<file path="src/rtl/rf_wb_arbiter_if.sv">
// Bus bundle between the write-back sources, the arbiter and the register file write port.
// The arbiter uses the slave modport; sources and the RF side use the master modport.
interface rf_wb_arbiter_if #(
    parameter int unsigned width_p      = 32,
    parameter int unsigned addr_width_p = 5
);
    logic                    int_v_i;
    logic [addr_width_p-1:0] int_addr_i;
    logic [width_p-1:0]      int_data_i;

    logic                    ll_v_i;
    logic [addr_width_p-1:0] ll_addr_i;
    logic [width_p-1:0]      ll_data_i;
    logic                    ll_ready_o;

    logic                    stall_int_o;

    logic                    w_v_o;
    logic [addr_width_p-1:0] w_addr_o;
    logic [width_p-1:0]      w_data_o;

    logic                    sb_clr_v_o;
    logic [addr_width_p-1:0] sb_clr_addr_o;
    logic                    fifo_empty_o;

    modport slave (
        input  int_v_i, int_addr_i, int_data_i,
        input  ll_v_i, ll_addr_i, ll_data_i,
        output ll_ready_o, stall_int_o,
        output w_v_o, w_addr_o, w_data_o,
        output sb_clr_v_o, sb_clr_addr_o, fifo_empty_o
    );

    modport master (
        output int_v_i, int_addr_i, int_data_i,
        output ll_v_i, ll_addr_i, ll_data_i,
        input  ll_ready_o, stall_int_o,
        input  w_v_o, w_addr_o, w_data_o,
        input  sb_clr_v_o, sb_clr_addr_o, fifo_empty_o
    );
endinterface

</file>
<file path="src/rtl/rf_wb_arbiter.sv">
// Register-file write-back arbiter: fixed-priority pipeline writes, buffered long-latency
// returns with scoreboard clears, and a starvation-driven pipeline stall request.
module rf_wb_arbiter #(
    parameter int unsigned width_p        = 32,
    parameter int unsigned els_p          = 32,
    parameter int unsigned fifo_els_p     = 4,
    parameter int unsigned starve_limit_p = 8
) (
    input  logic               clk_i,
    input  logic               reset_i,
    rf_wb_arbiter_if.slave     bus
);
    localparam int unsigned addr_width_lp = (els_p > 1) ? $clog2(els_p) : 1;
    localparam int unsigned ptr_w_lp      = (fifo_els_p > 1) ? $clog2(fifo_els_p) : 1;
    localparam int unsigned cnt_w_lp      = $clog2(fifo_els_p + 1);
    localparam int unsigned starve_w_lp   = $clog2(starve_limit_p + 1);

    typedef logic [addr_width_lp-1:0] addr_t;
    typedef logic [width_p-1:0]       data_t;
    typedef logic [ptr_w_lp-1:0]      ptr_t;
    typedef logic [cnt_w_lp-1:0]      cnt_t;
    typedef logic [starve_w_lp-1:0]   starve_t;

    typedef struct packed {
        addr_t addr;
        data_t data;
    } ll_entry_t;

    localparam ptr_t    last_ptr_lp   = ptr_t'(fifo_els_p - 1);
    localparam cnt_t    full_cnt_lp   = cnt_t'(fifo_els_p);
    localparam starve_t starve_max_lp = starve_t'(starve_limit_p);

    ll_entry_t mem_q [fifo_els_p];
    ll_entry_t mem_d [fifo_els_p];
    ptr_t      wr_ptr_q, wr_ptr_d;
    ptr_t      rd_ptr_q, rd_ptr_d;
    cnt_t      count_q, count_d;
    starve_t   starve_q, starve_d;
    logic      stall_q, stall_d;

    logic      full_c;
    logic      empty_c;
    logic      ll_ready_c;
    logic      ll_fire_c;
    logic      ll_nz_c;
    logic      int_win_c;
    logic      head_win_c;
    logic      bypass_win_c;
    logic      enq_c;
    logic      deq_c;
    ll_entry_t head_c;

    function automatic ptr_t ptr_inc(input ptr_t p);
        return (p == last_ptr_lp) ? '0 : ptr_t'(p + ptr_t'(1));
    endfunction

    // Per-cycle winner selection; ready depends on registered occupancy only.
    always_comb begin
        full_c       = (count_q == full_cnt_lp);
        empty_c      = (count_q == '0);
        head_c       = mem_q[rd_ptr_q];
        ll_ready_c   = !reset_i && !full_c;
        ll_fire_c    = bus.ll_v_i && ll_ready_c;
        ll_nz_c      = (bus.ll_addr_i != '0);
        int_win_c    = !reset_i && bus.int_v_i && (bus.int_addr_i != '0);
        head_win_c   = !reset_i && !int_win_c && !empty_c;
        bypass_win_c = !int_win_c && empty_c && ll_fire_c && ll_nz_c;
        deq_c        = head_win_c;
        // x0 returns complete the handshake but are never stored.
        enq_c        = ll_fire_c && ll_nz_c && !bypass_win_c;
    end

    // RF write port and scoreboard clear muxing.
    always_comb begin
        bus.w_v_o         = int_win_c || head_win_c || bypass_win_c;
        bus.w_addr_o      = '0;
        bus.w_data_o      = '0;
        bus.sb_clr_v_o    = head_win_c || bypass_win_c;
        bus.sb_clr_addr_o = '0;
        if (int_win_c) begin
            bus.w_addr_o = bus.int_addr_i;
            bus.w_data_o = bus.int_data_i;
        end else if (head_win_c) begin
            bus.w_addr_o      = head_c.addr;
            bus.w_data_o      = head_c.data;
            bus.sb_clr_addr_o = head_c.addr;
        end else if (bypass_win_c) begin
            bus.w_addr_o      = bus.ll_addr_i;
            bus.w_data_o      = bus.ll_data_i;
            bus.sb_clr_addr_o = bus.ll_addr_i;
        end
    end

    assign bus.ll_ready_o   = ll_ready_c;
    assign bus.fifo_empty_o = empty_c;
    assign bus.stall_int_o  = stall_q;

    // FIFO bookkeeping and head starvation tracking.
    always_comb begin
        mem_d    = mem_q;
        wr_ptr_d = wr_ptr_q;
        rd_ptr_d = rd_ptr_q;
        count_d  = count_q;
        starve_d = starve_q;
        stall_d  = 1'b0;

        if (enq_c) begin
            mem_d[wr_ptr_q].addr = bus.ll_addr_i;
            mem_d[wr_ptr_q].data = bus.ll_data_i;
            wr_ptr_d             = ptr_inc(wr_ptr_q);
        end
        if (deq_c) begin
            rd_ptr_d = ptr_inc(rd_ptr_q);
        end

        case ({enq_c, deq_c})
            2'b10:   count_d = cnt_t'(count_q + cnt_t'(1));
            2'b01:   count_d = cnt_t'(count_q - cnt_t'(1));
            default: count_d = count_q;
        endcase

        if (deq_c || empty_c) begin
            starve_d = '0;
        end else if (starve_q != starve_max_lp) begin
            starve_d = starve_t'(starve_q + starve_t'(1));
        end
        stall_d = (starve_d == starve_max_lp) && !deq_c;
    end

    always_ff @(posedge clk_i) begin
        if (reset_i) begin
            wr_ptr_q <= '0;
            rd_ptr_q <= '0;
            count_q  <= '0;
            starve_q <= '0;
            stall_q  <= 1'b0;
        end else begin
            wr_ptr_q <= wr_ptr_d;
            rd_ptr_q <= rd_ptr_d;
            count_q  <= count_d;
            starve_q <= starve_d;
            stall_q  <= stall_d;
        end
    end

    // Payload storage carries no reset; occupancy is tracked by count_q.
    always_ff @(posedge clk_i) begin
        mem_q <= mem_d;
    end

`ifndef SYNTHESIS
    // Interface contract checks against the pipeline and the scoreboard.
    always @(posedge clk_i) begin
        if (!reset_i) begin
            if (stall_q && bus.int_v_i)
                $error("rf_wb_arbiter: int_v_i asserted while stall_int_o is high");
            if (ll_fire_c && $isunknown(bus.ll_addr_i))
                $error("rf_wb_arbiter: long-latency return accepted with unknown address");
            if (deq_c && empty_c)
                $error("rf_wb_arbiter: FIFO underflow");
            if (enq_c && full_c && !deq_c)
                $error("rf_wb_arbiter: FIFO overflow");
            if (int_win_c) begin
                if (bus.ll_v_i && (bus.ll_addr_i == bus.int_addr_i))
                    $error("rf_wb_arbiter: int write collides with incoming ll address");
                for (int k = 0; k < int'(fifo_els_p); k++) begin
                    if ((k < int'(count_q)) &&
                        (mem_q[ptr_t'((int'(rd_ptr_q) + k) % int'(fifo_els_p))].addr
                         == bus.int_addr_i))
                        $error("rf_wb_arbiter: int write collides with buffered ll address");
                end
            end
        end
    end
`endif

endmodule

</file>
<file path="src/flat_wrapper.sv">
// flat-port wrapper written by rule: the top's interface ports become plain ports
module rf_wb_arbiter_flat 
#(
    parameter int unsigned width_p        = 32,
    parameter int unsigned els_p          = 32,
    parameter int unsigned fifo_els_p     = 4,
    parameter int unsigned starve_limit_p = 8
)
  (clk_i, reset_i, bus_int_v_i, bus_int_addr_i, bus_int_data_i, bus_ll_v_i, bus_ll_addr_i, bus_ll_data_i, bus_ll_ready_o, bus_stall_int_o, bus_w_v_o, bus_w_addr_o, bus_w_data_o, bus_sb_clr_v_o, bus_sb_clr_addr_o, bus_fifo_empty_o);
  rf_wb_arbiter_if #(.width_p(width_p), .addr_width_p(5)) bus_i ();
  input  logic clk_i;
  input  logic reset_i;
  input wire logic [$bits(bus_i.int_v_i)-1:0] bus_int_v_i;
  input wire logic [$bits(bus_i.int_addr_i)-1:0] bus_int_addr_i;
  input wire logic [$bits(bus_i.int_data_i)-1:0] bus_int_data_i;
  input wire logic [$bits(bus_i.ll_v_i)-1:0] bus_ll_v_i;
  input wire logic [$bits(bus_i.ll_addr_i)-1:0] bus_ll_addr_i;
  input wire logic [$bits(bus_i.ll_data_i)-1:0] bus_ll_data_i;
  output wire logic [$bits(bus_i.ll_ready_o)-1:0] bus_ll_ready_o;
  output wire logic [$bits(bus_i.stall_int_o)-1:0] bus_stall_int_o;
  output wire logic [$bits(bus_i.w_v_o)-1:0] bus_w_v_o;
  output wire logic [$bits(bus_i.w_addr_o)-1:0] bus_w_addr_o;
  output wire logic [$bits(bus_i.w_data_o)-1:0] bus_w_data_o;
  output wire logic [$bits(bus_i.sb_clr_v_o)-1:0] bus_sb_clr_v_o;
  output wire logic [$bits(bus_i.sb_clr_addr_o)-1:0] bus_sb_clr_addr_o;
  output wire logic [$bits(bus_i.fifo_empty_o)-1:0] bus_fifo_empty_o;
  assign bus_i.int_v_i = bus_int_v_i;
  assign bus_i.int_addr_i = bus_int_addr_i;
  assign bus_i.int_data_i = bus_int_data_i;
  assign bus_i.ll_v_i = bus_ll_v_i;
  assign bus_i.ll_addr_i = bus_ll_addr_i;
  assign bus_i.ll_data_i = bus_ll_data_i;
  assign bus_ll_ready_o = bus_i.ll_ready_o;
  assign bus_stall_int_o = bus_i.stall_int_o;
  assign bus_w_v_o = bus_i.w_v_o;
  assign bus_w_addr_o = bus_i.w_addr_o;
  assign bus_w_data_o = bus_i.w_data_o;
  assign bus_sb_clr_v_o = bus_i.sb_clr_v_o;
  assign bus_sb_clr_addr_o = bus_i.sb_clr_addr_o;
  assign bus_fifo_empty_o = bus_i.fifo_empty_o;
  rf_wb_arbiter #(.width_p(width_p), .els_p(els_p), .fifo_els_p(fifo_els_p), .starve_limit_p(starve_limit_p)) u_core (.clk_i(clk_i), .reset_i(reset_i), .bus(bus_i));
endmodule
</file>
<file path="config.mk">
export PLATFORM = sky130hd
export DESIGN_NAME = rf_wb_arbiter_flat
export DESIGN_NICKNAME = d
export VERILOG_FILES = /design/src/rtl/rf_wb_arbiter_if.sv /design/src/rtl/rf_wb_arbiter.sv /design/src/flat_wrapper.sv
export SDC_FILE = /design/constraint.sdc
export NUM_CORES = 1
export LEC_CHECK = 0
export CORE_UTILIZATION = 40
export CTS_BUF_LIST = sky130_fd_sc_hd__clkbuf_8
export DETAILED_ROUTE_END_ITERATION = 10
export SLEW_MARGIN = 20
export SYNTH_ARGS = -nofsm -noshare
export SYNTH_HDL_FRONTEND = slang
export SYNTH_SLANG_ARGS = --single-unit
</file>
<file path="constraint.sdc">
create_clock -name clk_i -period 7.5 [get_ports clk_i]
set_clock_uncertainty 0.2 [all_clocks]
set_input_delay 0.75 -clock clk_i [delete_from_list [all_inputs] [get_ports clk_i]]
set_output_delay 0.75 -clock clk_i [all_outputs]
set_load 0.05 [all_outputs]
</file>
---- Yosys cells after proc, flatten, opt, wreduce, memory -nomap -nowiden ----
Cells that the tools add are included.
cells by class
  bitwise logic cells ..................... 2
  $lt $le $gt $ge ......................... 3
  $add $sub $neg .......................... 5
  shifts and indexed selects .............. 0
  div/mod/pow operators ................... 0
  eq/ne operators ......................... 7
  $mul .................................... 0
  reductions and logical operators ........ 27
  mux-type cells .......................... 21
operators with widths
  operator             count
  $bwmux 148           2
  $demux 37 s2         2
  $mux 32              4
  $mux 37              3
  $bmux 37 s2          1
  $mux 5               4
  $logic_and 1x1->1    13
  $reduce_bool 5->1    2
  $mux 4               2
  $eq 2x2->1 const B   3
  $ge 3x3->1 const B   2
  $logic_not 1->1      6
  $not 2->3            2
  $pmux 3 s2           1
  $add 2x1->2 const B  2
  $add 4x1->4 const B  1
  $eq 4x4->1 const B   1
  $logic_or 1x1->1     4
  $mux 2               2
  $ne 4x4->1 const B   1
  $add 3x1->3 const B  1
  $eq 3x3->1 const B   1
  $logic_not 3->1      1
  $lt 3x1->1 const B   1
  3 further kinds      3
word-level totals
  RAM bits ................................ 0
  input bits .............................. 78
  register bits after elaboration ......... 160
  latch bits .............................. 0
  bits in read-only memories .............. 0
  output and inout bits ................... 47
  logic and storage cells ................. 78
  memories ................................ 0

---- Longest topological paths before layout ----
  depth in word-level cells ............... 11
  mapped depth ............................ 13
  gate-level depth less buffers ........... 10

---- Least setup slack after synthesis ----
OpenSTA, ideal clock, no wires.
  path type ............................... input to output
  from .................................... input bus_int_addr_i[0]
  to ...................................... output bus_w_addr_o[2]
  cell stages on the path ................. 5
  data arrival time ....................... 2.734 ns
  buffers on the path ..................... 1
  path slack .............................. 3.816 ns
  data required time ...................... 6.550 ns
  cell sequence ........................... or4_4 > o21a_4 > or2_1 > buf_6 > o221ai_1
on the way
  longest elaborated chain between the ends .. 9
  elaborated cells on any way between the ends .. 11
  classes of those cells .................. mux: 3; reduce/logical: 8
RTL lines
  element                          line                                      RTL
  from (decl)                      flat_wrapper.sv:14                        input wire logic [$bits(bus_i.int_addr_i)-1:0] bus_int_addr_i;
  $reduce_bool 5->1 *              rf_wb_arbiter.sv:65                       int_win_c = !reset_i && bus.int_v_i && (bus.int_addr_i != '0);
  $logic_and 1x1->1 *              rf_wb_arbiter.sv:65
  $logic_not 1->1                  rf_wb_arbiter.sv:66, rf_wb_arbiter.sv:67
  $logic_and 1x1->1 (3 in series)  rf_wb_arbiter.sv:67                       bypass_win_c = !int_win_c && empty_c && ll_fire_c && ll_nz_c;
  $mux 5                           rf_wb_arbiter.sv:87                       end else if (bypass_win_c) begin
  $mux 5                           rf_wb_arbiter.sv:83                       end else if (head_win_c) begin
  $mux 5 *                         rf_wb_arbiter.sv:80                       if (int_win_c) begin
  to (decl)                        flat_wrapper.sv:22                        output wire logic [$bits(bus_i.w_addr_o)-1:0] bus_w_addr_o;
Mark *: on every way between the ends. The rest lies on a longest branch, timed or not.

---- Worst setup path in the final report ----
  from .................................... input bus_ll_addr_i[1]
  to ...................................... output bus_w_data_o[9]
on the way
  longest elaborated chain between the ends .. 5
RTL lines
  element            line                 RTL
  from (decl)        flat_wrapper.sv:17   input wire logic [$bits(bus_i.ll_addr_i)-1:0] bus_ll_addr_i;
  $reduce_bool 5->1  rf_wb_arbiter.sv:64  ll_nz_c = (bus.ll_addr_i != '0);
  $logic_and 1x1->1  rf_wb_arbiter.sv:67
  $mux 32            rf_wb_arbiter.sv:87
  $mux 32            rf_wb_arbiter.sv:83
  $mux 32            rf_wb_arbiter.sv:80
  to (decl)          flat_wrapper.sv:23   output wire logic [$bits(bus_i.w_data_o)-1:0] bus_w_data_o;
No other way between the ends.

==> reports/results.md <==
### Floorplan
• 125 — io pins
• 0.4103 — effective utilization at floorplan
• 141.0 um — die boundary height
• 19880 sq um — area of the die
• 50 — number of cell rows
• 18830 sq um — core region area
• 141.0 um — Horiz. Die Dim

### Pwr
• 0.513 — Sequential Power Share
• 496.1 uW — power dissipated by switching net loads
• 203.5 nW/um^2 — Cell Pwr Density
• 0.003283 uW — leakage power total
• 1940 uW — overall power consumption
• 1444 uW — cell-internal power
• 0.2558 — proportion of total power due to net switching
• 0.323 — clock group share of total power
• 0.1105 mV — worst IR drop on VDD
• 0.164 — logic gate share of total power

### Worst setup path
• input port to output port — critical path class
• u_core.count_q[2] — worst reg2reg path endpoint
• 4080 ps — critical path arrival
• u_core.count_q[0] — launch instance of the worst register-to-register path
• input port — startpoint kind of the worst setup timing path
• 4410 ps — worst-case register-to-register setup slack
• 6550 ps — data required time at the worst endpoint
• 40 — biggest fanout along the worst timing path
• output port — nature of the critical path endpoint
• 10 — Worst Reg2Reg Path Length in Cells

### Finish
• 1636 — number of fillers in the final layout
• 0.1283 — proportion of layout cells with a drive suffix above 1
• 0.5061 — fin util
• edfxtp_1 — most frequent standard cell in the layout excluding fill and tap cells
• 0 — ant diodes
• edfxtp_1 (148), and2_1 (147), clkdlybuf4s50_1 (124) — most frequent cells in the layout
• 23.35% — synth-to-layout area growth
• 721 — # nets final

### Timing
• 0 — final setup vio count
• no — RSZ-0062 raised after global routing
• 5025 ps — shortest period the worst path allows
• 0.6701 — share of the clock period used by the worst path after layout
• 0.2945 — remaining max-slew budget at the tightest pin
• 199.0 MHz — Peak Freq
• 0 ps — final setup TNS
• 1058 ps — transition time at the pin with the least slew margin
• 0 — Final Hold Fails
• 0 — final-report max-slew violation count

### Route
• 0 — antenna viol nets, final
• 5.262 — post-DR vias/cell
• 19.59 um — post-detailed-route wirelength per cell
• 4 — Detailed Routing Iterations Pass 1
• 17.77 mm — final wirelength
• 0 — remaining routing DRC violations
• 4773 — total via count after detailed routing
• 308 — DRC marker count from the first detailed-route iteration

### Logic synthesis
• 0.6063 — portion of the post-synthesis area used by sequential elements
• 607 — syn nets
• 7726 sq um — Netlist Area Pre-Place
• 14.86 sq um — average cell area after synthesis
• 0 — Syn. warnings
• edfxtp_1 (58%), and2_1 (12%), mux4_2 (10%) — top area cells in the synthesized netlist
• 0 — Async S/R FF share, synth
• 148 — number of synthesized flops with an enable pin
• 49 — Yosys cell types
• edfxtp_1 — library cell occupying the most area in the post-synthesis netlist
• edfxtp_1 — most used flip-flop cell after synthesis
• 160 — post-synthesis sequential element count
• 520 — post-synthesis cell count
• 0.5752 — fraction of synthesized cell area taken by the top area cell type

### CTS
• 2 — CTS Buffer Depth
• 440 ps — Worst-Skew Late Latency
• 0 — number of gates given a new drive strength after cts
• 4 — H-tree Lvls
• clkbuf_8 — Clock Root Buffer
• 70 ps — clock slew at the register clock pins of the worst setup and hold paths
• 0 — Post-CTS Setup Bufs
• 0 — Hold-fix buffers, CTS
• 17 — clock buffers created by TritonCTS
• 160 — CTS sink count
• built — clock tree from TritonCTS

### Global routing
• 0 — initial antenna violation count
• 27.50 mm — wire length of the first global-routing pass
• 0.1884 — GRT Overall Usage
• 0 — total congestion overflow
• 4836 — via count of the first global-routing pass
• 41 — largest net degree at the start of global routing

### Min path
• u_core.count_q[2] — capture endpoint of the worst hold path
• flop to flop — worst hold path class
• u_core.count_q[2] — launch instance of the worst min-delay path
• 2 — Hold Path Cell Cnt

### Run status
• finished, final reports clean — status

### Placement
• 10.51 mm — detailed placement HPWL
• 0.7384 — gpl congestion
• 124 — Port Buffer Count

### Flow run
• 0 — max-capacitance violation count

## routing by layer
metal  vias to the layer above  track usage  routed length (um)
li1                       2199            -                   -
met1                      2427       0.2344                7616
met2                       135       0.3270                9201
met3                        12      0.04348                 779
met4                         0      0.05664                 167
met5                         -            0                   0
## state kept, by name (all words and copies together), names as in the netlist
signal and cells:
u_core.rd_ptr_q 2, u_core.mem_q 148, u_core.count_q 3, u_core.bus.stall_int_o 1
u_core.starve_q 4, u_core.wr_ptr_q 2
## stage by stage
stage	hold WS (ps)	std cells	cell area (sq um)	setup slack (ps)
after detailed placement	311.1	875	9143	2452
after floorplan	261.9	520	7726	3816
final	318.7	907	9530	2475
after global routing	353.9	907	9530	2273
after CTS	322.0	907	9527	2460
after global placement	274.6	875	9143	2504
## power by group through the flow
stage / clock network (uW) / registers [uW] / logic [uW]
floorplan: 0 / 1010 / 205
global placement: 0 / 1020 / 316
detailed placement: 0 / 1020 / 320
CTS: 636 / 996 / 322
global route: 672 / 997 / 338
finish: 626 / 995 / 318
## worst max-delay path, cell delays in order
cell and delay [ps]:
clkdlybuf4s50_1 590, nor3_1 120, a211oi_1 550, and4_2 950, a221o_1 300, clkdlybuf4s50_1 800
## how the worst max path moves through the flow
stage / slack, ps / from / end / cells after the start
finish: 2470 / bus_ll_addr_i[1] / bus_w_data_o[9] / 6
floorplan: 3820 / bus_int_addr_i[0] / bus_w_addr_o[2] / 5
global placement: 2500 / bus_int_addr_i[3] / bus_w_data_o[17] / 6
global route: 2270 / bus_ll_addr_i[3] / bus_w_data_o[22] / 6
CTS: 2460 / bus_ll_addr_i[1] / bus_w_data_o[9] / 6
detailed placement: 2450 / bus_ll_addr_i[1] / bus_w_data_o[9] / 6
## cell type report
cell class | count | area, sq um | area share
inverter | 12 | 57.56 | 0.006039
clock buffer | 17 | 234.0 | 0.02455
sequential | 160 | 4687 | 0.4918
tap | 260 | 325.3 | 0.03413
timing repair buffer | 131 | 1294 | 0.1357
clock inverter | 15 | 150.1 | 0.01575
multi-input combinational | 312 | 2783 | 0.2920
## cell usage after synthesis, types with 2 or more instances
| library cell | n |
|---|---|
| and2_1 | 151 |
| edfxtp_1 | 148 |
| a221o_1 | 36 |
| mux4_2 | 36 |
| clkbuf_1 | 22 |
| and2_0 | 13 |
| dfxtp_1 | 12 |
| inv_1 | 11 |
| nor2_1 | 9 |
| ha_1 | 8 |
| buf_2 | 7 |
| nor3b_1 | 6 |
| a21o_1 | 4 |
| a21oi_1 | 4 |
| nand2_1 | 4 |
| buf_12 | 3 |
| mux2i_1 | 3 |
| nand3_1 | 3 |
| nor3_1 | 3 |
| o31ai_1 | 3 |
| xor2_1 | 3 |
| buf_6 | 2 |
| o2111ai_1 | 2 |
| or3_1 | 2 |
## cell families (layout without fill, tap and decap cells)
kind of cell / count (synthesis) / after routing / share of synthesized area
AO/OA/AOI/OAI: 59 / 59 / 0.06931
XOR/XNOR: 4 / 4 / 0.004535
adder cells (fa/ha/maj): 9 / 9 / 0.01555
buffers and inverters: 48 / 175 / 0.03482
flip-flops: 160 / 160 / 0.6063
multiplexers: 40 / 40 / 0.1103
AND/OR/NAND/NOR: 200 / 200 / 0.1592
(Power assumes the default switching activity.)
